File: config.mk
export PLATFORM = sky130hd
export DESIGN_NAME = instr_fetch_mem_flat
export DESIGN_NICKNAME = d
export VERILOG_FILES = /design/src/rtl/instr_fetch_mem_if.sv /design/src/rtl/instr_fetch_mem.sv /design/src/flat_wrapper.sv
export SDC_FILE = /design/constraint.sdc
export NUM_CORES = 2
export LEC_CHECK = 0
export ABC_CLOCK_PERIOD_IN_PS = 6400
export CORE_MARGIN = 2
export CORE_UTILIZATION = 30
export DETAILED_ROUTE_END_ITERATION = 10
export SLEW_MARGIN = 20
export SYNTH_ARGS = -nofsm -noshare
export SYNTH_HDL_FRONTEND = slang
export SYNTH_SLANG_ARGS = --single-unit
File: constraint.sdc
create_clock -name clk -period 6.4 [get_ports clk]
set_clock_uncertainty 0.15 [all_clocks]
set_input_delay 1.28 -clock clk [delete_from_list [all_inputs] [get_ports clk]]
set_output_delay 1.28 -clock clk [all_outputs]
set_load 0.03 [all_outputs]
File: src/rtl/instr_fetch_mem_if.sv
// Program-load and instruction-fetch bus for instr_fetch_mem.
// The master drives programming and fetch requests; the slave is the memory.
interface instr_fetch_mem_if #(
  parameter int ADDR_W = 64
);
  logic              prog_we;
  logic [ADDR_W-1:0] prog_addr;
  logic [31:0]       prog_data;
  logic              boot_done;
  logic              fetch_req;
  logic [ADDR_W-1:0] fetch_addr;
  logic              fetch_ready;
  logic              fetch_valid;
  logic [31:0]       fetch_instr;
  logic              fetch_fault;
  logic              prog_err;
  logic [31:0]       fetch_count;

  modport master (
    output prog_we, prog_addr, prog_data, boot_done, fetch_req, fetch_addr,
    input  fetch_ready, fetch_valid, fetch_instr, fetch_fault, prog_err, fetch_count
  );

  modport slave (
    input  prog_we, prog_addr, prog_data, boot_done, fetch_req, fetch_addr,
    output fetch_ready, fetch_valid, fetch_instr, fetch_fault, prog_err, fetch_count
  );
endinterface

File: src/rtl/instr_fetch_mem.sv
// Byte-addressed instruction store: loaded word-by-word in LOAD, then serves
// registered one-cycle-latency fetches in RUN. Memory contents survive reset.
module instr_fetch_mem #(
  parameter int          DEPTH_BYTES = 256,
  parameter int          ADDR_W      = 64,
  parameter logic [31:0] NOP_WORD    = 32'h0000_0013
) (
  input  logic            clk,
  input  logic            reset,
  instr_fetch_mem_if.slave bus
);
  localparam int IDX_W = $clog2(DEPTH_BYTES);
  localparam logic [ADDR_W:0] DEPTH_X  = (ADDR_W+1)'(DEPTH_BYTES);
  localparam logic [ADDR_W:0] LAST_OFS = (ADDR_W+1)'(3);

  typedef enum logic {ST_LOAD, ST_RUN} state_e;

  state_e state_q, state_d;

  logic        valid_q, valid_d;
  logic [31:0] instr_q, instr_d;
  logic        fault_q, fault_d;
  logic        prog_err_q, prog_err_d;
  logic [31:0] count_q, count_d;

  logic fetch_ready, accept, wr_en, prog_err_set;
  logic fetch_ok, prog_ok;

  logic [7:0] mem [DEPTH_BYTES];

  // Extra top bit keeps addr+3 from wrapping near the top of the address space.
  function automatic logic word_ok(input logic [ADDR_W-1:0] a);
    return (a[1:0] == 2'b00) && (({1'b0, a} + LAST_OFS) < DEPTH_X);
  endfunction

  assign fetch_ok = word_ok(bus.fetch_addr);
  assign prog_ok  = word_ok(bus.prog_addr);

  wire [IDX_W-3:0] wr_wi = bus.prog_addr[IDX_W-1:2];
  wire [IDX_W-3:0] rd_wi = bus.fetch_addr[IDX_W-1:2];
  wire [31:0] rd_word = {mem[{rd_wi, 2'd3}], mem[{rd_wi, 2'd2}],
                         mem[{rd_wi, 2'd1}], mem[{rd_wi, 2'd0}]};

  // FSM: state register
  always_ff @(posedge clk) begin
    if (reset) state_q <= ST_LOAD;
    else       state_q <= state_d;
  end

  // FSM: next state
  always_comb begin
    state_d = state_q;
    if (state_q == ST_LOAD && bus.boot_done) state_d = ST_RUN;
  end

  // FSM: outputs
  always_comb begin
    fetch_ready  = (state_q == ST_RUN);
    accept       = bus.fetch_req & fetch_ready;
    wr_en        = bus.prog_we & (state_q == ST_LOAD) & prog_ok;
    prog_err_set = bus.prog_we & ~wr_en;
  end

  always_comb begin
    valid_d    = accept;
    instr_d    = instr_q;
    fault_d    = fault_q;
    prog_err_d = prog_err_q | prog_err_set;
    count_d    = count_q;
    if (accept) begin
      instr_d = fetch_ok ? rd_word : NOP_WORD;
      fault_d = ~fetch_ok;
      if (count_q != 32'hFFFF_FFFF) count_d = count_q + 32'd1;
    end
  end

  always_ff @(posedge clk) begin
    if (reset) begin
      valid_q    <= 1'b0;
      instr_q    <= 32'd0;
      fault_q    <= 1'b0;
      prog_err_q <= 1'b0;
      count_q    <= 32'd0;
    end else begin
      valid_q    <= valid_d;
      instr_q    <= instr_d;
      fault_q    <= fault_d;
      prog_err_q <= prog_err_d;
      count_q    <= count_d;
    end
  end

  // Storage is not reset; a write coinciding with reset is suppressed.
  always_ff @(posedge clk) begin
    if (!reset && wr_en) begin
      mem[{wr_wi, 2'd0}] <= bus.prog_data[7:0];
      mem[{wr_wi, 2'd1}] <= bus.prog_data[15:8];
      mem[{wr_wi, 2'd2}] <= bus.prog_data[23:16];
      mem[{wr_wi, 2'd3}] <= bus.prog_data[31:24];
    end
  end

  assign bus.fetch_ready = fetch_ready;
  assign bus.fetch_valid = valid_q;
  assign bus.fetch_instr = instr_q;
  assign bus.fetch_fault = fault_q;
  assign bus.prog_err    = prog_err_q;
  assign bus.fetch_count = count_q;
endmodule

File: src/flat_wrapper.sv
// flat-port wrapper written by rule: the top's interface ports become plain ports
module instr_fetch_mem_flat 
#(
  parameter int          DEPTH_BYTES = 256,
  parameter int          ADDR_W      = 64,
  parameter logic [31:0] NOP_WORD    = 32'h0000_0013
)
  (clk, reset, bus_prog_we, bus_prog_addr, bus_prog_data, bus_boot_done, bus_fetch_req, bus_fetch_addr, bus_fetch_ready, bus_fetch_valid, bus_fetch_instr, bus_fetch_fault, bus_prog_err, bus_fetch_count);
  instr_fetch_mem_if #(.ADDR_W(ADDR_W)) bus_i ();
  input  logic clk;
  input  logic reset;
  input wire logic [$bits(bus_i.prog_we)-1:0] bus_prog_we;
  input wire logic [$bits(bus_i.prog_addr)-1:0] bus_prog_addr;
  input wire logic [$bits(bus_i.prog_data)-1:0] bus_prog_data;
  input wire logic [$bits(bus_i.boot_done)-1:0] bus_boot_done;
  input wire logic [$bits(bus_i.fetch_req)-1:0] bus_fetch_req;
  input wire logic [$bits(bus_i.fetch_addr)-1:0] bus_fetch_addr;
  output wire logic [$bits(bus_i.fetch_ready)-1:0] bus_fetch_ready;
  output wire logic [$bits(bus_i.fetch_valid)-1:0] bus_fetch_valid;
  output wire logic [$bits(bus_i.fetch_instr)-1:0] bus_fetch_instr;
  output wire logic [$bits(bus_i.fetch_fault)-1:0] bus_fetch_fault;
  output wire logic [$bits(bus_i.prog_err)-1:0] bus_prog_err;
  output wire logic [$bits(bus_i.fetch_count)-1:0] bus_fetch_count;
  assign bus_i.prog_we = bus_prog_we;
  assign bus_i.prog_addr = bus_prog_addr;
  assign bus_i.prog_data = bus_prog_data;
  assign bus_i.boot_done = bus_boot_done;
  assign bus_i.fetch_req = bus_fetch_req;
  assign bus_i.fetch_addr = bus_fetch_addr;
  assign bus_fetch_ready = bus_i.fetch_ready;
  assign bus_fetch_valid = bus_i.fetch_valid;
  assign bus_fetch_instr = bus_i.fetch_instr;
  assign bus_fetch_fault = bus_i.fetch_fault;
  assign bus_prog_err = bus_i.prog_err;
  assign bus_fetch_count = bus_i.fetch_count;
  instr_fetch_mem #(.DEPTH_BYTES(DEPTH_BYTES), .ADDR_W(ADDR_W), .NOP_WORD(NOP_WORD)) u_core (.clk(clk), .reset(reset), .bus(bus_i));
endmodule
# --- Yosys cells after proc, flatten, opt, wreduce, memory -nomap -nowiden ---
# Memories as Yosys holds them, arrays and structs flattened.
# Index checks and enable logic that the tools add are counted.
word_totals:
  mem_bits_rw: 2048
  memories: 1
  reg_bits: 68
  elab_cells: 32
  output_inout_bits: 68
classes:
  n_mux: 3
  bitwise_logic: 8
  n_reduce_logical: 8
  eq_ne: 1
  order_cmp: 2
  n_addsub: 3
mem_list:
  columns: ["name", "depth", "word_bits", "read_ports", "rd_clocked_by_memory_dff", "write_ports", "line_no", "text"]
  rows:
  - ["u_core.mem", 256, 8, 4, 0, 4, "instr_fetch_mem.sv:29", "logic [7:0] mem [DEPTH_BYTES];"]
op_table:
  columns: ["operator", "n"]
  rows:
  - ["$add 64x2->65 const B", 2]
  - ["$lt 65x9->1 const B", 2]
  - ["$add 32x1->32 const B", 1]
  - ["$mux 32", 1]
  - ["$ne 32x32->1 const B", 1]
  - ["$and 1x1->1", 4]
  - ["$logic_and 1x1->1", 4]
  - ["$logic_not 2->1", 2]
  - ["$not 1->1", 3]
  - ["$mux 1", 2]
  - ["$reduce_and 2->1", 1]
  - ["$logic_not 1->1", 1]
  - ["$or 1x1->1", 1]

# --- Depth between registers and ports, before layout ---
logic_depth:
  depth_word: 7
  mapped_depth: 14
  mapped_depth_nobuf: 9

# --- Worst setup path before layout ---
# No wires, ideal clock.
synth_timing:
  kind: "input -> register"
  start: "input port bus_prog_addr[31]"
  end: "memory u_core.mem[88][0], in the netlist u_core.mem[22][0], enable pin"
  path_buffers: 1
  cell_stages: 10
  setup_ns: 0.424
  arrival_time_ns: 5.316
  setup_slack_ns: 0.510
  path_cell_list: "buf_2 -> nand3_1 -> nor4_2 -> nand4_2 -> a221oi_1 -> nor2_1 -> or4_1 -> nor4_1 -> and4_1 -> nor2b_1"
synth_rtl:
  columns: ["item", "line_no", "text"]
  rows:
  - ["start, declared", "flat_wrapper.sv:13", "input wire logic [$bits(bus_i.prog_addr)-1:0] bus_prog_addr;"]
  - ["end, declared", "instr_fetch_mem.sv:29", null]

==> impl_metrics.json <==
{
  "outcome": "complete, no violations",
  "dp_slack_ns": -0.3580,
  "async_reset_ff_share_pct": 0,
  "cp.arrival_ns": 5.87,
  "drv_slew": 0,
  "ys_seq_area_share_pct": 74.79,
  "wire_per_inst_um": 26.33,
  "synth_edf_count": 2048,
  "synthCells": 4228,
  "start_util_pct": 30.11,
  "grt_use_total_pct": 15.50,
  "ys_warn_count": 0,
  "power_leakage_uw": 0.03090,
  "worstPathRequired_ns": 6.78,
  "route.detailed.drc": 0,
  "worst_pin_slew_ns": 1.143,
  "rows": 194,
  "power.share.sequential_pct": 53.2,
  "max-vdd-ir-drop_mv": 0.2006,
  "ys.flop_type": "edfxtp_1",
  "place_area_um2": 93490,
  "clock_power_share_pct": 41.2,
  "setup_violations": 0,
  "finalCritPeriodShare_pct": 85.89,
  "synth_nets": 4394,
  "grt_max_degree": 107,
  "yosysTopAreaCell": "edfxtp_1",
  "cts_resized": 0,
  "grt_pass1_wl_um": 320300,
  "min_path_type": "reg -> reg",
  "syn_area_um2": 84050,
  "die-area_um2": 284400,
  "synth_cell_type_count": 69,
  "vias_per_cell": 5.096,
  "clk_latency_ns": 0.85,
  "relSlewSlack_pct": 23.49,
  "io_buffers": 232,
  "synthTopCellsByArea": "edfxtp_1 (73%), mux4_2 (13%), mux2i_1 (2.0%)",
  "ios": 233,
  "synth_seq_cells": 2116,
  "whs_ns": 0.3081,
  "syn2layout_area_growth_pct": 18.95,
  "die_width_um": 533.3,
  "dp_hpwl_um": 144500,
  "syn_avg_cell_area_um2": 19.88,
  "cts-root-buf": "clkbuf_16",
  "gp_congestion": 0.8453,
  "antenna_found_initial": 38,
  "fmax_mhz": 181.9,
  "path_clk_slew_ns": 0.06,
  "hold_viol_final": 0,
  "cts_tree": "yes",
  "intPower_uw": 22370,
  "p_switching_uw": 6205,
  "p_per_area_nw_per_um2": 285.8,
  "drt-total-wl_um": 225900,
  "finalCriticalPeriod_ns": 5.497,
  "power_frac_comb_pct": 5.6,
  "htreeDepth": 4,
  "end_kind": "flip-flop",
  "drtIter0Drc": 4962,
  "switching_share_pct": 21.72,
  "drt_first_pass_iters": 5,
  "drive_gt1_share_pct": 24.94,
  "chipHeight_um": 533.3,
  "synth.top_cell.area_share_pct": 73.17,
  "fin_setup_tns_ns": 0,
  "crit_fanout": 16,
  "cts_buffers": 202,
  "start_kind": "primary input",
  "post_cts_buffers": 0,
  "drtAntennaViolNets": 0,
  "grt_pass1_vias": 43410,
  "cap_violations": 0,
  "core_um2": 279100,
  "path_class": "in -> reg",
  "rsz0062_at_grt": "no",
  "grt-ovfl-total": 0,
  "num-nets-final": 4845,
  "holdBufCountCts": 0,
  "vias": 43710,
  "fin_ws_ns": 0.9029,
  "stdcell_area_um2": 99980,
  "clockBufferDepth": 3,
  "cts_sinks": 2116
}
[sequential cells by signal, indices dropped and copies added (netlist names)]
| signal | count |
|---|---|
| u_core.bus.fetch_count | 32 |
| u_core.bus.fetch_fault | 1 |
| u_core.bus.fetch_instr | 32 |
| u_core.bus.fetch_ready | 1 |
| u_core.bus.fetch_valid | 1 |
| u_core.bus.prog_err | 1 |
| u_core.mem | 2048 |
[cells in the mapped netlist, drive strengths merged, types with 27 or more instances]
cell type,number
nor3,48
a221oi,48
edfxtp,2048
and3,27
xnor2,29
nand3,68
mux4,490
nor2,139
nor4,34
nand2,146
a22oi,47
nand4,59
and4,29
xor2,27
dfxtp,68
a21oi,97
mux2,79
clkbuf,142
mux2i,168
buf,74
and2,36
o21ai,147
[stage by stage]
| step | util (%) | cells | total power (µW) |
|---|---|---|---|
| floorplan | - | 4228 | 16260 |
| global placement | 33.49 | 8199 | 17080 |
| detailed placement | 33.49 | 8199 | 17100 |
| CTS | 35.80 | 8571 | 28840 |
| global route | 35.81 | 8574 | 29450 |
| finish | 35.82 | 8577 | 28570 |
[power groups by stage]
stage	clock (µW)	combinational [µW]	sequential (µW)
after floorplan	0	773	15500
after global placement	0	1600	15500
after detailed placement	0	1610	15500
after CTS	12000	1620	15200
after global routing	12600	1710	15200
final	11800	1600	15200
[cells in the final DEF (no fill, tap or decap), drive strengths merged, types with 40 or more instances in the layout]
cell,instances
edfxtp,2048
mux4,490
buf,268
clkbuf,260
clkdlybuf4s50,193
mux2i,168
o21ai,147
nand2,146
nor2,139
a21oi,97
mux2,79
clkinv,72
dfxtp,68
nand3,68
nand4,59
a221oi,48
nor3,48
a22oi,47
inv,40
[cell families (layout without fill, tap and decap cells)]
group,after synthesis,count (layout),share of synthesized area (%)
AOI/OAI and AO/OA,433,433,3.296
xor gates and xnor gates,56,56,0.5835
adders and majority gates,1,1,0.01488
buffers and inverters,241,860,1.121
DFF,2116,2116,74.79
muxes,737,737,16.19
other,0,6,0
and+or+nand+nor,644,644,4.007
[critical path, stage by stage]
cell and delay (ns):
clkdlybuf4s50_1 0.53, o2111ai_4 0.36, nor3_2 0.47, nand4_2 0.24
a221oi_1 0.42, nor2_1 0.12, or4_1 0.61, nor4_2 0.65
buf_4 0.29, nand4_1 0.11, buf_4 0.25, nor2_4 0.26
buf_12 0.22
[area by class of cell]
| cell class | count | area (µm²) |
|---|---|---|
| fillers | 25740 | 179200 |
| flip-flops and latches | 2116 | 62860 |
| multi-input cells | 1871 | 20600 |
| clock buffers | 258 | 5335 |
| repair buffers | 463 | 5301 |
| well taps | 3724 | 4659 |
| clock inverters | 114 | 1115 |
| inverters | 25 | 93.84 |
| diodes | 6 | 15.01 |
[per-layer routing]
metal	wire length [µm]	vias to the layer above	track usage (%)
met5	121	-	0
met4	4758	18	3.640
met3	20230	284	4.316
met2	105400	1765	24.29
met1	95310	23040	21.34
li1	-	18610	-
[path summary, 6_finish.rpt]
kind                                   start                         end  slack, ns  cells past startpoint
setup / recovery            bus_prog_addr[3]          u_core.mem[46][18]       0.90                     13
hold / removal    u_core.bus.fetch_instr[27]  u_core.bus.fetch_instr[27]       0.31                      2
setup reg to reg      u_core.bus.fetch_ready           u_core.mem[58][1]       1.95                     11
hold reg to reg   u_core.bus.fetch_instr[27]  u_core.bus.fetch_instr[27]       0.31                      2
No activity file was read; power rests on OpenSTA's default activity.
